**config.mk**
```make
export PLATFORM = sky130hd
export DESIGN_NAME = tamagotchi_mood_fsm_flat
export DESIGN_NICKNAME = d
export VERILOG_FILES = /design/src/rtl/tamagotchi_mood_fsm_if.sv /design/src/rtl/tamagotchi_mood_fsm.sv /design/src/flat_wrapper.sv
export SDC_FILE = /design/constraint.sdc
export NUM_CORES = 1
export LEC_CHECK = 0
export BUFFER_PORTS_ARGS = -buffer_cell sky130_fd_sc_hd__buf_2
export CAP_MARGIN = 20
export CORE_MARGIN = 3
export CORE_UTILIZATION = 51
export CTS_CLUSTER_DIAMETER = 80
export DETAILED_ROUTE_END_ITERATION = 8
export PLACE_DENSITY = 0.64
export SLEW_MARGIN = 20
export SYNTH_ARGS = -nofsm -noshare
export SYNTH_HDL_FRONTEND = slang
export SYNTH_SLANG_ARGS = --single-unit
```
**constraint.sdc**
```tcl
create_clock -name clk -period 3.35 [get_ports clk]
set_input_delay 0.5025 -clock clk [delete_from_list [all_inputs] [get_ports clk]]
set_output_delay 0.5025 -clock clk [all_outputs]
set_load 0.005 [all_outputs]
```
**src/rtl/tamagotchi_mood_fsm_if.sv**
```systemverilog
// rtl/tamagotchi_mood_fsm_if.sv - button inputs and mood outputs of the tamagotchi mood FSM
interface tamagotchi_mood_fsm_if;
    logic       btn_feed;
    logic       btn_play;
    logic       btn_heal;
    logic [2:0] visua;
    logic       mood_change;

    modport master (output btn_feed, btn_play, btn_heal, input visua, mood_change);
    modport slave  (input btn_feed, btn_play, btn_heal, output visua, mood_change);
endinterface

```
**src/rtl/tamagotchi_mood_fsm.sv**
```systemverilog
// rtl/tamagotchi_mood_fsm.sv - pet stat keeper and registered mood selector
// Define FAST_TICK_EN to make the life tick divide by 16 instead of TICK_DIV.
module tamagotchi_mood_fsm #(
    parameter int TICK_DIV     = 125000000,
    parameter int STEP         = 4,
    parameter int CARINO_TICKS = 3
) (
    input  logic                 clk,
    input  logic                 rst,
    tamagotchi_mood_fsm_if.slave io
);
    localparam logic [2:0] MOOD_IDLE      = 3'd0;
    localparam logic [2:0] MOOD_TRISTE    = 3'd1;
    localparam logic [2:0] MOOD_CARINO    = 3'd2;
    localparam logic [2:0] MOOD_DEPRIMIDO = 3'd3;
    localparam logic [2:0] MOOD_MUERTO    = 3'd4;

`ifdef FAST_TICK_EN
    localparam int DIV = 16;
`else
    localparam int DIV = TICK_DIV;
`endif
    localparam int CW = (CARINO_TICKS < 1) ? 1 : $clog2(CARINO_TICKS + 1);

    logic [31:0]   presc;
    logic          tick;
    logic          prev_feed, prev_play, prev_heal;
    logic          armed;
    logic          feed_edge, play_edge, heal_edge;
    logic [3:0]    hunger, happiness, health;
    logic [3:0]    n_hunger, n_happiness, n_health;
    logic [CW-1:0] carino, n_carino;
    logic [2:0]    mood;
    logic          dead;

    function automatic logic [3:0] sat(input logic [3:0] v, input int d);
        int s;
        s = int'(v) + d;
        if (s > 15) s = 15;
        if (s < 0)  s = 0;
        return s[3:0];
    endfunction

    assign tick = (presc == 32'(DIV - 1));

    always_ff @(posedge clk or posedge rst) begin
        if (rst)       presc <= '0;
        else if (tick) presc <= '0;
        else           presc <= presc + 32'd1;
    end

    // armed stays low for the first cycle after reset so a level held across release is not an edge
    always_ff @(posedge clk or posedge rst) begin
        if (rst) begin
            prev_feed <= 1'b0;
            prev_play <= 1'b0;
            prev_heal <= 1'b0;
            armed     <= 1'b0;
        end else begin
            prev_feed <= io.btn_feed;
            prev_play <= io.btn_play;
            prev_heal <= io.btn_heal;
            armed     <= 1'b1;
        end
    end

    assign feed_edge = armed & io.btn_feed & ~prev_feed;
    assign play_edge = armed & io.btn_play & ~prev_play;
    assign heal_edge = armed & io.btn_heal & ~prev_heal;
    assign dead      = (health == 4'd0);

    always_comb begin
        n_hunger    = hunger;
        n_happiness = happiness;
        n_health    = health;
        n_carino    = carino;
        if (tick) begin
            n_hunger    = sat(hunger, 1);
            n_happiness = sat(happiness, -1);
            if (hunger == 4'd15) n_health = sat(health, -1);
            if (carino != '0)    n_carino = carino - CW'(1);
        end
        if (feed_edge) n_hunger = sat(n_hunger, -STEP);
        if (heal_edge) n_health = sat(n_health, STEP);
        if (play_edge) begin
            n_happiness = sat(n_happiness, STEP);
            n_carino    = CW'(CARINO_TICKS);
        end
    end

    // health only rises through heal, so freezing on health==0 keeps MUERTO absorbing
    always_ff @(posedge clk or posedge rst) begin
        if (rst) begin
            hunger    <= 4'd0;
            happiness <= 4'd15;
            health    <= 4'd15;
            carino    <= '0;
        end else if (!dead) begin
            hunger    <= n_hunger;
            happiness <= n_happiness;
            health    <= n_health;
            carino    <= n_carino;
        end
    end

    always_comb begin
        mood = MOOD_IDLE;
        if (health == 4'd0)                              mood = MOOD_MUERTO;
        else if (happiness <= 4'd3 && hunger >= 4'd12)   mood = MOOD_DEPRIMIDO;
        else if (happiness <= 4'd5 || hunger >= 4'd10)   mood = MOOD_TRISTE;
        else if (carino != '0)                           mood = MOOD_CARINO;
    end

    always_ff @(posedge clk or posedge rst) begin
        if (rst) begin
            io.visua       <= MOOD_IDLE;
            io.mood_change <= 1'b0;
        end else begin
            io.visua       <= mood;
            io.mood_change <= (mood != io.visua);
        end
    end
endmodule

```
**src/flat_wrapper.sv**
```systemverilog
// flat-port wrapper written by rule: the top's interface ports become plain ports
module tamagotchi_mood_fsm_flat 
#(
    parameter int TICK_DIV     = 125000000,
    parameter int STEP         = 4,
    parameter int CARINO_TICKS = 3
)
  (clk, rst, io_btn_feed, io_btn_play, io_btn_heal, io_visua, io_mood_change);
  tamagotchi_mood_fsm_if io_i ();
  input  logic clk;
  input  logic rst;
  input wire logic [$bits(io_i.btn_feed)-1:0] io_btn_feed;
  input wire logic [$bits(io_i.btn_play)-1:0] io_btn_play;
  input wire logic [$bits(io_i.btn_heal)-1:0] io_btn_heal;
  output wire logic [$bits(io_i.visua)-1:0] io_visua;
  output wire logic [$bits(io_i.mood_change)-1:0] io_mood_change;
  assign io_i.btn_feed = io_btn_feed;
  assign io_i.btn_play = io_btn_play;
  assign io_i.btn_heal = io_btn_heal;
  assign io_visua = io_i.visua;
  assign io_mood_change = io_i.mood_change;
  tamagotchi_mood_fsm #(.TICK_DIV(TICK_DIV), .STEP(STEP), .CARINO_TICKS(CARINO_TICKS)) u_core (.clk(clk), .rst(rst), .io(io_i));
endmodule
```
==> flow_metrics.py, run 1 <==
metrics = {
    "layout": {
        "area_delta_synth_final_pct": 7.43,
        "final_nets": 330,
        "drive_gt1_frac": 0.141,
        "antenna_cells": 0,
    },
    "timing": {
        "max_freq_mhz": 423,
        "rsz0062_at_grt": "false",
        "skew_ps": 13.6,
        "period_minus_slack_ps": 2360,
        "maxSlewHeadroom": 0.657,
        "tns_ps": 0,
        "drv_slew": 0,
        "fin_crit_sh": 0.705,
        "finalHoldWorstSlack_ps": 164,
        "setup_viol": 0,
        "worst_slew_pin_slew_ps": 512,
        "hold_violations": 0,
    },
    "placement": {
        "port_buffers": 8,
        "hpwl_mm": 4.10,
        "gp_congestion": 0.819,
    },
    "logic_synthesis": {
        "syn-num-nets": 324,
        "yosysWarnings": 0,
        "yosys_most_used_dff": "dfrtp_1",
        "synth_top_cell_by_area": "dfrtp_1",
        "synth-async-reset-ratio": 1.00,
        "syn_area_um2": 2950,
        "ys_ff_latch": 54,
        "synth-seq-area-share": 0.462,
        "synth_cell_types": 58,
        "synth_top_area_share": 0.391,
        "synth.area.top_cells": "dfrtp_1, dfstp_2, xnor2_1",
        "synth_common_cells": "dfrtp_1, nor2_1, nand2_1",
        "yosysMostFrequentCell": "dfrtp_1",
        "synth_area_per_cell_um2": 9.44,
        "synth_edf_count": 0,
        "synth_cells": 312,
    },
    "power": {
        "leakage_nw": 1.37,
        "ir_drop_uv": 302,
        "p_int_mw": 0.931,
        "swShare": 0.235,
        "p_comb_frac": 0.055,
        "seqPwrFrac": 0.574,
        "p_clk_frac": 0.371,
        "cellPowerDensity_nw_per_um2": 384,
        "p_switching_mw": 0.286,
    },
    "drt": {
        "drt-vias-per-instance": 5.78,
        "drt-pass1-iter-count": 4,
        "drc": 0,
        "wl_per_cell_um": 14.8,
        "wl_mm": 5.78,
        "ant_nets": 0,
        "drt_iter0_drc": 124,
        "routed-via-count": 2260,
    },
    "clock_tree": {
        "htreeDepth": 2,
        "clk_latency_ps": 320,
        "postCtsResizedCells": 0,
        "tritoncts": "done",
        "clockBufferDepth": 2,
        "post_cts_buffers": 0,
        "cts_sinks": 54,
        "clkTransAtPathRegs_ps": 110,
        "cts_buffers": 5,
        "cts_hold_buf": 0,
        "root_buffer": "clkbuf_8",
    },
    "global_route": {
        "grt_pass1_vias": 2086,
        "grtUsageTotal": 0.194,
        "grt_max_degree": 36,
        "overflow": 0,
        "grt_pass1_wl_mm": 9.97,
        "antenna_found_initial": 0,
    },
    "flow_run": {
        "maxCapViolations": 0,
    },
    "floorplan": {
        "die_height_um": 82.0,
        "ios": 9,
        "fp.coreArea_um2": 5540,
        "start_util": 0.532,
        "die-area_um2": 6730,
        "rows": 27,
        "die_w_um": 82.0,
    },
    "critical_path": {
        "path_class": "reg -> reg",
        "arrival_ps": 2600,
        "endpoint_kind": "register",
        "cp_max_fo": 17,
        "worst_setup_path_start_kind": "register",
        "worstPathRequired_ps": 3590,
    },
    "run_status": {
        "status": "complete, no violations",
    },
    "min_path": {
        "hold_path.class": "in -> async",
    },
}
[critical path, stage by stage (launching register included)]
cell and delay (ps):
dfrtp_1 400, ha_1 210, nand3_1 140, or2_2 430
nor3_4 440, buf_4 330, nand2_1 80, o22ai_1 160
a22oi_1 90
[logic make-up after synthesis]
logic type,share of synthesized area
buffers and inverters,0.0335
AOI/OAI and AO/OA,0.116
DFF,0.462
other,0.00127
xor gates and xnor gates,0.0803
adders and majority gates,0.0297
and+or+nand+nor,0.266
muxes,0.0106
[layout make-up]
cell class / instances / area [um^2]
timing repair buffer: 11 / 62.6
clock inverter: 3 / 47.5
inverter: 13 / 48.8
tap: 72 / 90.1
sequential: 54 / 1360
clock buffer: 5 / 68.8
fill: 498 / 2370
multi-input combinational: 233 / 1490
[power by group through the flow]
stage / logic (mW) / clock network, mW / registers [mW]
floorplan: 0.0649 / 0 / 0.693
global placement: 0.0679 / 0 / 0.710
detailed placement: 0.0687 / 0 / 0.710
CTS: 0.0686 / 0.470 / 0.698
global route: 0.0784 / 0.491 / 0.702
finish: 0.0671 / 0.451 / 0.698
[per-layer routing]
layer / track usage / up-vias / wire length [um]
met5: 0 / - / 0
met4: 0.0465 / 0 / 50
met3: 0.0461 / 6 / 251
met2: 0.293 / 51 / 2730
met1: 0.280 / 1072 / 2740
li1: - / 1131 / -
[final timing paths]
path	startpoint	endpoint	slack, ps	depth (start not counted)
setup / recovery	u_core.presc[0]	u_core.happiness[1]	990	8
hold / removal	rst	u_core.presc[9]	160	2
setup reg to reg	u_core.presc[0]	u_core.happiness[1]	990	8
hold reg to reg	u_core.carino[0]	u_core.carino[0]	480	1
max in group asynchronous	rst	u_core.health[2]	2350	3
min in group clk	io_btn_heal	u_core.prev_heal	310	1
[metrics by stage]
step	util	worst slack [ps]	area, um^2	cells	total power, mW
final	0.571	987	3170	391	1.22
after global routing	0.571	707	3170	391	1.27
after CTS	0.571	976	3170	391	1.24
after detailed placement	0.550	1010	3050	383	0.779
after floorplan	-	1240	2950	312	0.758
after global placement	0.550	1080	3050	383	0.778
[cells in the final DEF, fill, tap and decap left out, types with 2 or more instances in the layout]
master / instances
or3_1: 5
dfstp_2: 8
inv_2: 2
nor4_1: 6
ha_1: 7
o211ai_1: 2
o22ai_1: 4
nor3_1: 10
a31oi_1: 6
a41oi_1: 2
dfrtp_1: 46
a21o_1: 2
and3_1: 2
a22oi_1: 2
xnor2_1: 16
buf_2: 8
or2_2: 4
inv_1: 11
mux2i_1: 2
and2_1: 2
nand4_1: 12
xor2_1: 11
nor2_1: 32
o21ai_0: 10
nand2_1: 29
and4_1: 3
nand3_1: 19
buf_4: 3
o31ai_1: 2
a21oi_1: 14
nand3b_1: 3
clkbuf_8: 5
[flip-flops by register name, summed over array words and instances (netlist names), named ones only]
register and flops:
u_core.prev_heal 1, u_core.prev_play 1, u_core.presc 32, u_core.hunger 4, u_core.io.visua 3, u_core.io.mood_change 1
u_core.armed 1, u_core.happiness 4, u_core.prev_feed 1, u_core.carino 2, u_core.health 3
(Power assumes the default switching activity.)
==> run 2: changes to the inputs <==
--- a/config.mk
+++ b/config.mk
@@ -11,7 +11,7 @@
 export CORE_UTILIZATION = 51
 export CTS_CLUSTER_DIAMETER = 80
 export DETAILED_ROUTE_END_ITERATION = 8
-export PLACE_DENSITY = 0.64
+export PLACE_DENSITY = 0.67
 export SLEW_MARGIN = 20
 export SYNTH_ARGS = -nofsm -noshare
 export SYNTH_HDL_FRONTEND = slang
==> constraint.sdc (replaced) <==
create_clock -name clk -period 2 [get_ports clk]
set_input_delay 0.3 -clock clk [delete_from_list [all_inputs] [get_ports clk]]
set_output_delay 0.3 -clock clk [all_outputs]
set_load 0.005 [all_outputs]
==> run 2 against run 1 <==
Net effect:
- the flow now finishes with violations (negative setup slack)
- via count grew 16%
- critical path depth is the same
- first-iteration DRC count grew 81%
- sequential share of layout area shrank 8.8 points
- critical endpoint is now u_core.health[0]
==> flow_metrics.py, run 2 (same netlist as run 1, synthesis figures left out) <==
metrics = {
    "timing": {
        "fin_crit_sh": 1.04,
        "rsz0062_at_grt": "true",
        "drv_slew": 0,
        "worst_slew_pin_slew_ps": 510,
        "hold_violations": 0,
        "maxSlewHeadroom": 0.657,
        "skew_ps": 8.84,
        "finalWorstSetupSlack_ps": -81.7,
        "max_freq_mhz": 480,
        "setup_viol": 6,
        "period_minus_slack_ps": 2080,
    },
    "layout": {
        "final_common_cell": "buf_4",
        "final_cell_mix": "buf_4, dfrtp_1, nor2_1",
        "top_register": "u_core.presc",
        "drive_gt1_frac": 0.361,
        "reg_top3": "u_core.presc (32), u_core.happiness (4), u_core.hunger (4)",
        "antenna_cells": 0,
        "area_delta_synth_final_pct": 35.0,
        "design_area_um2": 3980,
        "post-route-util": 0.718,
        "largest_reg_flops": 32,
        "final_nets": 390,
    },
    "critical_path": {
        "path_class": "reg -> reg",
        "crit_family": "simple AND/OR/NAND/NOR gates",
        "endpoint_kind": "register",
        "slowest_delay_ps": 430,
        "cp_slowest_cell": "dfrtp_1",
        "path_buf_inv": 2,
        "worstPathRequired_ps": 2250,
        "path_cells": "nor4b_4 -> nand4_4 -> buf_6 -> nor3_4 -> buf_6 -> nand3_4 -> or3_1 -> nand3_1",
        "regToRegStartpoint": "u_core.presc[30]",
        "cp_max_fo": 5,
        "worst_setup_path_start_kind": "register",
        "r2r_end": "u_core.health[0]",
        "ff2ff_setup_slack_ps": -80,
        "ff2ff_path_depth": 8,
        "crit_top_cell": "buf_6",
        "arrival_ps": 2330,
    },
    "global_route": {
        "grt_pass1_vias": 2397,
        "antenna_found_initial": 0,
        "overflow": 0,
        "grtUsageTotal": 0.210,
        "grt_pass1_wl_mm": 11.0,
        "grt_max_degree": 30,
    },
    "power": {
        "ir_drop_uv": 335,
        "leakage_nw": 1.83,
        "cellPowerDensity_nw_per_um2": 492,
        "power_mw": 1.96,
    },
    "floorplan": {
        "rows": 27,
        "die_w_um": 82.0,
        "fp.coreArea_um2": 5540,
        "die_height_um": 82.0,
        "start_util": 0.532,
        "die-area_um2": 6730,
        "ios": 9,
    },
    "clock_tree": {
        "htreeDepth": 2,
        "cts_sinks": 54,
        "cts_buffers": 5,
        "clkTransAtPathRegs_ps": 100,
        "clockBufferDepth": 2,
        "tritoncts": "done",
        "root_buffer": "clkbuf_8",
        "clk_latency_ps": 310,
    },
    "drt": {
        "routed-via-count": 2625,
        "wl_per_cell_um": 16.3,
        "drt-pass1-iter-count": 5,
        "ant_nets": 0,
        "drt-vias-per-instance": 5.82,
        "wl_mm": 7.35,
        "drt_iter0_drc": 224,
        "drc": 0,
    },
    "run_status": {
        "status": "finished with violations",
        "violations": "negative setup slack",
    },
    "placement": {
        "pre_cts_ws_ps": -86.4,
        "placed_cell_area_um2": 3440,
        "port_buffers": 8,
        "gp_congestion": 0.858,
        "hpwl_mm": 4.65,
    },
    "min_path": {
        "hold_depth": 1,
        "hold_start": "io_btn_play",
        "hold_path_end": "u_core.prev_play",
        "hold_path.class": "in -> reg",
    },
    "flow_run": {
        "maxCapViolations": 0,
    },
}
run 2: cell types whose count changed in the layout (fill, tap and decap cells not counted), moves of 4 or more:
| cell | delta |
|---|---|
| nor4_4 | +6 |
| buf_4 | +44 |
| o21ai_0 | -4 |
| buf_6 | +11 |
| nor4_1 | -5 |
run 2: area by class of cell:
| type | instances | area (um^2) |
|---|---|---|
| clock buffer | 6 | 82.6 |
| clock inverter | 2 | 12.5 |
| fill | 389 | 1560 |
| inverter | 13 | 48.8 |
| multi-input combinational | 233 | 1770 |
| sequential | 54 | 1360 |
| tap | 72 | 90.1 |
| timing repair buffer | 71 | 612 |
run 2: stage by stage:
stage	setup TNS (ps)	hold slack, ps	cells
2_1_floorplan	0	331	312
3_3_place_gp	-104	326	427
3_5_place_dp	-697	328	427
4_1_cts	-507	94.5	440
5_1_grt	-1720	94.6	451
6_report	-205	101	451
run 2: power by group:
part | switching [mW] | internal (mW) | total, mW
clock | 0.365 | 0.279 | 0.644
sequential | 0.0447 | 1.13 | 1.18
combinational | 0.0739 | 0.0643 | 0.138
run 2: worst max-delay path by stage:
| stage | end | slack, ps | depth (start not counted) | startpoint |
|---|---|---|---|---|
| after global placement | u_core.happiness[1] | -40 | 8 | u_core.presc[15] |
| after detailed placement | u_core.happiness[0] | -90 | 7 | u_core.presc[30] |
| after floorplan | register | 10 | 6 | u_core.presc[9] |
| after CTS | u_core.health[0] | -80 | 7 | u_core.presc[9] |
| after global routing | register | -190 | 8 | u_core.presc[30] |
| final | u_core.health[0] | -80 | 8 | u_core.presc[30] |
run 2: what timing repair did:
item | CTS | global route
hold buffers | 1 | 0
setup endpoints to repair | 19 | 27
cloned | 0 | 1
endpoints found under the hold margin | 21 | 0
pin swaps | 19 | 26
resized for setup | 12 | 52
setup buffers | 5 | 10
run 2: per-layer routing:
metal | track usage | part of all wire
met5 | 0 | 0
met4 | 0.0548 | 0.016
met2 | 0.359 | 0.51
met1 | 0.276 | 0.44
met3 | 0.0373 | 0.030
